**config.mk**
```make
export PLATFORM = sky130hd
export DESIGN_NAME = mul_float
export DESIGN_NICKNAME = d
export VERILOG_FILES = /design/src/rtl/mul_float_pkg.sv /design/src/rtl/mul_float_core.sv /design/src/rtl/mul_float.sv
export SDC_FILE = /design/constraint.sdc
export NUM_CORES = 2
export LEC_CHECK = 0
export CAP_MARGIN = 10
export CORE_MARGIN = 2
export CORE_UTILIZATION = 25
export CTS_CLUSTER_SIZE = 25
export DETAILED_ROUTE_END_ITERATION = 6
export HOLD_SLACK_MARGIN = 0.15
export PLACE_DENSITY = 0.49
export SLEW_MARGIN = 20
export SYNTH_ARGS = -nofsm -noshare
export SYNTH_HDL_FRONTEND = slang
export SYNTH_HIERARCHICAL = 1
export SYNTH_SLANG_ARGS = --single-unit
```
**constraint.sdc**
```tcl
create_clock -name clk -period 1.35 [get_ports clk]
set_clock_uncertainty 0.2 [all_clocks]
set_input_delay 0.27 -clock clk [delete_from_list [all_inputs] [get_ports clk]]
set_output_delay 0.27 -clock clk [all_outputs]
set_load 0.005 [all_outputs]
```
**src/rtl/mul_float_pkg.sv**
```systemverilog
// Shared binary32 field layout and constants for the mul_float slice.
package mul_float_pkg;

  localparam int WORD_W = 32;
  localparam int EXP_W  = 8;
  localparam int FRAC_W = 23;
  localparam int SIG_W  = FRAC_W + 1;
  localparam int PROD_W = 2 * SIG_W;
  localparam int BIAS   = 127;

  localparam int SIGN_BIT = 31;
  localparam int EXP_MSB  = 30;
  localparam int EXP_LSB  = 23;
  localparam int FRAC_MSB = 22;

  localparam logic [WORD_W-1:0] QNAN     = 32'h7FC0_0000;
  localparam logic [EXP_W-1:0]  EXP_ONES = 8'hFF;

  typedef struct packed {
    logic              sign;
    logic [EXP_W-1:0]  exp;
    logic [FRAC_W-1:0] frac;
  } fp32_t;

endpackage

```
**src/rtl/mul_float_core.sv**
```systemverilog
// Combinational binary32 multiply: special-case decode, 24x24 multiply,
// normalise, round-to-nearest-even, flush-to-zero on inputs and outputs.
module mul_float_core
  import mul_float_pkg::*;
(
  input  logic [WORD_W-1:0] a,
  input  logic [WORD_W-1:0] b,
  output logic [WORD_W-1:0] product
);

  fp32_t op_a;
  fp32_t op_b;

  logic                sign_r;
  logic                a_nan, a_inf, a_zero;
  logic                b_nan, b_inf, b_zero;
  logic [SIG_W-1:0]    sig_a, sig_b;
  logic [PROD_W-1:0]   prod_full;
  logic signed [9:0]   exp_raw, exp_norm, exp_fin;
  logic [FRAC_W-1:0]   frac_pre;
  logic                guard, round_bit, sticky, round_up;
  logic [FRAC_W:0]     frac_rnd;

  assign op_a = a;
  assign op_b = b;

  // Subnormals fall into the zero class, which gives flush-to-zero on input.
  assign a_nan  = (op_a.exp == EXP_ONES) && (op_a.frac != '0);
  assign a_inf  = (op_a.exp == EXP_ONES) && (op_a.frac == '0);
  assign a_zero = (op_a.exp == '0);
  assign b_nan  = (op_b.exp == EXP_ONES) && (op_b.frac != '0);
  assign b_inf  = (op_b.exp == EXP_ONES) && (op_b.frac == '0);
  assign b_zero = (op_b.exp == '0);

  assign sign_r = op_a.sign ^ op_b.sign;
  assign sig_a  = {1'b1, op_a.frac};
  assign sig_b  = {1'b1, op_b.frac};

  always_comb begin
    prod_full = PROD_W'(sig_a) * PROD_W'(sig_b);
    exp_raw   = {2'b00, op_a.exp} + {2'b00, op_b.exp} - 10'(BIAS);

    if (prod_full[PROD_W-1]) begin
      frac_pre  = prod_full[46:24];
      guard     = prod_full[23];
      round_bit = prod_full[22];
      sticky    = |prod_full[21:0];
      exp_norm  = exp_raw + 10'sd1;
    end else begin
      frac_pre  = prod_full[45:23];
      guard     = prod_full[22];
      round_bit = prod_full[21];
      sticky    = |prod_full[20:0];
      exp_norm  = exp_raw;
    end

    round_up = guard & (round_bit | sticky | frac_pre[0]);
    frac_rnd = {1'b0, frac_pre} + {{FRAC_W{1'b0}}, round_up};
    // A carry out leaves the fraction field at zero; only the exponent moves.
    exp_fin  = exp_norm + {9'd0, frac_rnd[FRAC_W]};

    if (a_nan || b_nan) begin
      product = QNAN;
    end else if ((a_inf && b_zero) || (b_inf && a_zero)) begin
      product = QNAN;
    end else if (a_inf || b_inf) begin
      product = {sign_r, EXP_ONES, {FRAC_W{1'b0}}};
    end else if (a_zero || b_zero) begin
      product = {sign_r, {(WORD_W-1){1'b0}}};
    end else if (exp_fin >= 10'sd255) begin
      product = {sign_r, EXP_ONES, {FRAC_W{1'b0}}};
    end else if (exp_fin <= 10'sd0) begin
      product = {sign_r, {(WORD_W-1){1'b0}}};
    end else begin
      product = {sign_r, exp_fin[EXP_W-1:0], frac_rnd[FRAC_W-1:0]};
    end
  end

endmodule

```
**src/rtl/mul_float.sv**
```systemverilog
// binary32 multiplier: combinational core plus one output register stage,
// one-cycle latency, accepts a new operand pair every cycle.
module mul_float
  import mul_float_pkg::*;
(
  input  logic              clk,
  input  logic              rst,
  input  logic              in_valid,
  input  logic [WORD_W-1:0] a,
  input  logic [WORD_W-1:0] b,
  output logic [WORD_W-1:0] result,
  output logic              out_valid
);

  logic [WORD_W-1:0] product_c;

  mul_float_core u_core (
    .a       (a),
    .b       (b),
    .product (product_c)
  );

  always_ff @(posedge clk or posedge rst) begin
    if (rst) begin
      result    <= '0;
      out_valid <= 1'b0;
    end else begin
      out_valid <= in_valid;
      if (in_valid) begin
        result <= product_c;
      end
    end
  end

endmodule

```
=== Word-level counts from Yosys, hierarchy flattened ===
Cells that the tools add are included.

* Register bits: 33
* Input port bits: 67

* Reductions and logical operators: 18
* Eq/ne operators: 2
* Bitwise logic cells: 4
* Multipliers: 1
* Multiplexer cells: 11
* $add $sub $neg: 5
* Magnitude comparators: 2

{| class="wikitable"
|+ Operators by type and width
! cell !! count
|-
| $mux W31 || 4
|-
| $mux W32 || 2
|-
| $mul A24 B24 Y48 || 1
|-
| $logic_not A23 Y1 || 2
|-
| $reduce_bool A23 Y1 || 2
|-
| $add A23 B1 Y24 || 1
|-
| $mux W23 || 1
|-
| $reduce_or A22 Y1 || 1
|-
| $reduce_or A21 Y1 || 1
|-
| $eq A8 B8 Y1 const B || 2
|-
| $logic_not A8 Y1 || 2
|-
| $add A10 B1 Y10 || 1
|-
| $add A10 B2 Y10 const B || 1
|-
| $ge A10 B9 Y1 const B || 1
|-
| $le A10 B1 Y1 const B || 1
|-
| $mux W10 || 1
|-
| $sub A10 B7 Y10 const B || 1
|-
| $add A8 B8 Y9 || 1
|-
| $logic_and A1 B1 Y1 || 6
|-
| $logic_or A1 B1 Y1 || 4
|-
| $mux W1 || 3
|-
| $or A1 B1 Y1 || 2
|-
| $and A1 B1 Y1 || 1
|-
| $xor A1 B1 Y1 || 1
|}

=== Logic depth before layout (Yosys ltp) ===
* Word-level depth: 15
* Gate-level depth with buffers: 42

=== By module ===
The synthesis kept the hierarchy.

{| class="wikitable"
|+ Modules (own cells, without submodules)
! module !! sequential area each (um^2) !! times used !! area each (um^2) !! cells an instance
|-
| mul_float_core || 0.0 || 1 || 22043.6 || 2650
|-
| mul_float || 825.8 || 1 || 1373.8 || 70
|}

=== Least setup slack after synthesis ===
Ideal clock, no wire load.

* Path type: input-to-reg
* Start point: in b[12]
* End point: reg result[17]
* Setup time: 0.125 ns
* Stages on the path: 38
* Slack: -8.345 ns
* Data arrival time: 9.370 ns
* Required time: 1.025 ns
* Path buffers: 4
* Path through: clkbuf_1 -> clkbuf_1 -> nand2_1 -> fa_1 -> inv_1 -> fa_1 -> inv_1 -> fa_1 -> inv_1 -> fa_1 -> fa_1 -> fa_1 -> inv_1 -> fa_1 -> inv_1 -> ha_1 -> buf_2 -> nand2_1 -> [2 not listed] -> a21oi_4 -> o211ai_2 -> mux2_2 -> and4_1 -> o211a_2 -> and3_1 -> and3b_1 -> ha_1 -> ha_1 -> nor2b_1 -> o21ai_1 -> nand3_2 -> xnor2_1 -> o41ai_4 -> nand4b_4 -> buf_6 -> a311oi_1 -> mux2_4

* Cells in the longest elaborated chain, start to end: 15
* Elaborated cells between the ends (all ways): 29
* Those cells by class: 2 x add/sub; 1 x mul; 2 x order compare; 11 x mux; 3 x bitwise; 10 x reduce/logical

{| class="wikitable"
|+ Ends and longest elaborated chain
! element !! RTL line !! RTL
|-
| start, declared || mul_float.sv:10 || <nowiki>input logic [WORD_W-1:0] b,</nowiki>
|-
| $mul A24 B24 Y48 || mul_float_core.sv:40 || <nowiki>prod_full = PROD_W'(sig_a) * PROD_W'(sig_b);</nowiki>
|-
| $reduce_or A22 Y1 / $reduce_or A21 Y1 (equally long branches) || mul_float_core.sv:47, mul_float_core.sv:53 ||
|-
| $mux W1 || mul_float_core.sv:43 || <nowiki>if (prod_full[PROD_W-1]) begin</nowiki>
|-
| $or A1 B1 Y1 (2 in a row) || mul_float_core.sv:57 || <nowiki>round_up = guard & (round_bit | sticky | frac_pre[0]);</nowiki>
|-
| $and A1 B1 Y1 || mul_float_core.sv:57 ||
|-
| $add A23 B1 Y24 || mul_float_core.sv:58 || <nowiki>frac_rnd = {1'b0, frac_pre} + {{FRAC_W{1'b0}}, round_up};</nowiki>
|-
| $add A10 B1 Y10 || mul_float_core.sv:60 || <nowiki>exp_fin = exp_norm + {9'd0, frac_rnd[FRAC_W]};</nowiki>
|-
| $le A10 B1 Y1 || mul_float_core.sv:72 || <nowiki>end else if (exp_fin <= 10'sd0) begin</nowiki>
|-
| $mux W31 || mul_float_core.sv:72 ||
|-
| $mux W31 || mul_float_core.sv:70 || <nowiki>end else if (exp_fin >= 10'sd255) begin</nowiki>
|-
| $mux W31 || mul_float_core.sv:68 || <nowiki>end else if (a_zero || b_zero) begin</nowiki>
|-
| $mux W31 || mul_float_core.sv:66 || <nowiki>end else if (a_inf || b_inf) begin</nowiki>
|-
| $mux W32 || mul_float_core.sv:64 || <nowiki>end else if ((a_inf && b_zero) || (b_inf && a_zero)) begin</nowiki>
|-
| $mux W32 * || mul_float_core.sv:62 || <nowiki>if (a_nan || b_nan) begin</nowiki>
|-
| via product_c[17] || mul_float.sv:15 || <nowiki>logic [WORD_W-1:0] product_c;</nowiki>
|-
| end signal, assigned || mul_float.sv:30 || <nowiki>result <= product_c;</nowiki>
|-
| end, declared || mul_float.sv:11 || <nowiki>output logic [WORD_W-1:0] result,</nowiki>
|}

The timed path passes the listed nets; every way through them passes the cells marked *.
A chain may end at the register's enable or synchronous reset.

=== Worst setup path after layout ===
* Start point: in a[15]
* End point: reg result[2]

* Cells in the longest elaborated chain, start to end: 15
* Elaborated cells between the ends (all ways): 29
* Those cells by class: 2 x add/sub; 1 x mul; 2 x order compare; 11 x mux; 3 x bitwise; 10 x reduce/logical

{| class="wikitable"
|+ Ends and longest elaborated chain
! element !! RTL line !! RTL
|-
| start, declared || mul_float.sv:9 || <nowiki>input logic [WORD_W-1:0] a,</nowiki>
|-
| $mul A24 B24 Y48 || mul_float_core.sv:40 ||
|-
| $reduce_or A22 Y1 / $reduce_or A21 Y1 (equally long branches) || mul_float_core.sv:47, mul_float_core.sv:53 ||
|-
| $mux W1 || mul_float_core.sv:43 ||
|-
| $or A1 B1 Y1 (2 in a row) || mul_float_core.sv:57 ||
|-
| $and A1 B1 Y1 || mul_float_core.sv:57 ||
|-
| $add A23 B1 Y24 || mul_float_core.sv:58 ||
|-
| $add A10 B1 Y10 || mul_float_core.sv:60 ||
|-
| $le A10 B1 Y1 || mul_float_core.sv:72 ||
|-
| $mux W31 || mul_float_core.sv:72 ||
|-
| $mux W31 || mul_float_core.sv:70 ||
|-
| $mux W31 || mul_float_core.sv:68 ||
|-
| $mux W31 || mul_float_core.sv:66 ||
|-
| $mux W32 || mul_float_core.sv:64 ||
|-
| $mux W32 * || mul_float_core.sv:62 ||
|-
| via product_c[2] || mul_float.sv:15 ||
|}

Marked as above.

==> results_dict.tcl <==
set metrics [dict create \
    grt_pass1_wl_um 129700 \
    place.gp.congestion 0.8331 \
    dieArea_um2 96130 \
    io_pins 100 \
    end_kind "flop" \
    grt_use_total_pct 17.48 \
    worst_slew_pin_slew_ns 0.5875 \
    synth.ff_latch_count 33 \
    path_class "input port to flop" \
    min_period_ns 9.498 \
    cp_slowest_cell "fa_2" \
    rows 112 \
    clk_path_buf_depth 2 \
    dpl.hpwl_um 62430 \
    slew_violations 0 \
    setup_ws_ns -8.148 \
    netlist_instances 2720 \
    drtIter0Drc 1143 \
    synth_edf_count 0 \
    rr_startpoint "result[0]" \
    syn_to_final_growth_pct 41.40 \
    synth_cell_types 90 \
    layout.cells.non_filler 4613 \
    multi_input_area_um2 20950 \
    cts.clk_slew.worst_paths_ns 0.05 \
    crit_fanout 11 \
    setup_viol 32 \
    antenna_found_initial 2 \
    slew_headroom_pct 60.42 \
    post-place-ws_ns -9.112 \
    antenna_cells 0 \
    timing.final.crit_share_pct 703.5 \
    wl_per_cell_um 17.69 \
    num_vias 20470 \
    grt_max_degree 34 \
    synth_flop_cell "dfrtp_1" \
    violations "setup timing" \
    rsz0062_at_grt "yes" \
    die_h_um 310.1 \
    setup_tns_ns -251.80 \
    grt.overflow.total 0 \
    regArea_um2 825.8 \
    cts_root_buf "clkbuf_16" \
    die_x_um 310.1 \
    async_reset_ff_share_pct 100.0 \
    htreeDepth 2 \
    path_common_cell "fa_1" \
    worstPathRequired_ns 1.31 \
    coreArea_um2 93050 \
    ys_warn_count 6 \
    tritoncts "yes" \
    cts_num_sinks 33 \
    status "finished, violations left" \
    vias_per_cell 4.437 \
    dp.cells 4435 \
    finalNetCount 4101 \
    final_hold_viol_count 0 \
    arrival_ns 9.45 \
    synth_fp_nets 3462 \
    start_kind "input port" \
    wirelength_um 81610 \
    max_freq_mhz 105.3 \
    yosysSeqAreaShare_pct 3.526 \
    max-cap-violations 0 \
    min_from "in_valid" \
    post-route-util_pct 35.59 \
    io_buffers 99 \
    drt_pass1_iterations 7 \
    clk_latency_ns 0.27 \
    hp-class "input port to flop" \
    synth_area_per_cell_um2 8.609 \
    cts_made_buffers 5 \
    start_util_pct 25.17 \
    cp_slowest_stage_delay_ns 0.58 \
    first_global_vias 21800 \
    ant_nets 0 \
    drc 0 \
    fill_cells 9591 \
    startpoint "a[15]" \
    drive_gt1_share_pct 31.53 \
    syn_area_um2 23420 \
]
==> area by class of cell <==
class                           count  area share (%)
Tap cell                         1254           4.738
Clock buffer                        7          0.4308
Sequential cell                    33           2.494
Timing Repair Buffer              761           22.17
Inverter                          601           6.896
Multi-Input combinational cell   1957           63.27
==> worst max-delay path, delay by kind of cell <==
kind	cells	cell delay (ns)
compound gates	7	1.12
fa+ha+maj	9	3.81
buf+inv	12	1.33
mux	1	0.26
simple gates	11	2.25
xor+xnor	2	0.41
==> sequential cells by signal, indices dropped and copies added, names as in the netlist <==
name / cells
result: 32
out_valid: 1
==> what timing repair did <==
item,CTS,global route
hold buffers,1,0
setup endpoints to repair,65,46
buffers inserted,124,21
resized for setup,567,92
hold endpoints to repair,29,0
gates cloned,31,0
pin swaps,118,50
==> path summary, 6_finish.rpt <==
check	slack (ns)	to	depth (start not counted)
min reg2reg	0.31	result[29]	1
max in group asynchronous	0.08	result[1]	4
max	-8.15	result[2]	42
max reg2reg	0.15	result[0]	3
min in group asynchronous	0.69	result[12]	4
min	0.16	out_valid	2
==> cell families after synthesis <==
family | count (synthesis) | share of synthesized area, %
AO/OA/AOI/OAI | 252 | 7.523
XOR/XNOR | 81 | 3.062
adder cells (fa/ha/maj) | 675 | 51.55
buffers and inverters | 731 | 12.25
flip-flops | 33 | 3.526
multiplexers | 47 | 2.671
AND/OR/NAND/NOR | 901 | 19.42
==> Yosys cell counts (21+ instances only) <==
master | instances | area [µm²]
a21oi_1 | 62 | 310.3
and2_1 | 250 | 1564
clkbuf_1 | 99 | 371.6
dfrtp_1 | 33 | 825.8
fa_1 | 483 | 9669
ha_1 | 192 | 2402
inv_1 | 598 | 2245
mux2_4 | 30 | 450.4
nand2_1 | 359 | 1348
nand3_1 | 34 | 170.2
nand4_1 | 35 | 219.0
nor2_1 | 105 | 394.1
nor3_1 | 21 | 105.1
nor4_1 | 23 | 143.9
o21ai_0 | 43 | 215.2
xnor2_1 | 49 | 429.2
xor2_1 | 31 | 271.5
==> layer usage <==
layer | GRT usage [%] | wire length, µm | up-vias
met4 | 4.112 | 2328 | 2
met5 | 0 | 13 | -
met2 | 28.21 | 37110 | 533
li1 | - | - | 9611
met3 | 2.214 | 4560 | 94
met1 | 24.81 | 37590 | 10230
==> layout by cell type, fill, tap and decap left out, types with 27 or more instances in the layout <==
cell type / count
a21oi_1: 47
nand4_1: 35
buf_12: 59
and2_4: 37
mux2_4: 32
buf_2: 32
buf_6: 47
o21ai_0: 34
dfrtp_1: 33
nand3_1: 27
nand2_1: 345
fa_1: 448
ha_1: 167
nor2_1: 96
fa_2: 35
inv_1: 564
inv_2: 28
xnor2_1: 43
xor2_1: 27
buf_4: 544
and2_1: 213
==> metrics by stage <==
stage               hold WS (ns)  instance area (µm²)
floorplan                 0.1014                24020
global placement          0.3018                29930
detailed placement        0.2920                29930
CTS                       0.1509                32770
global route              0.1622                33110
finish                    0.1556                33110
Power is not shown: default switching activity piles up to over one toggle a cycle in this logic, so the estimate is an artifact.
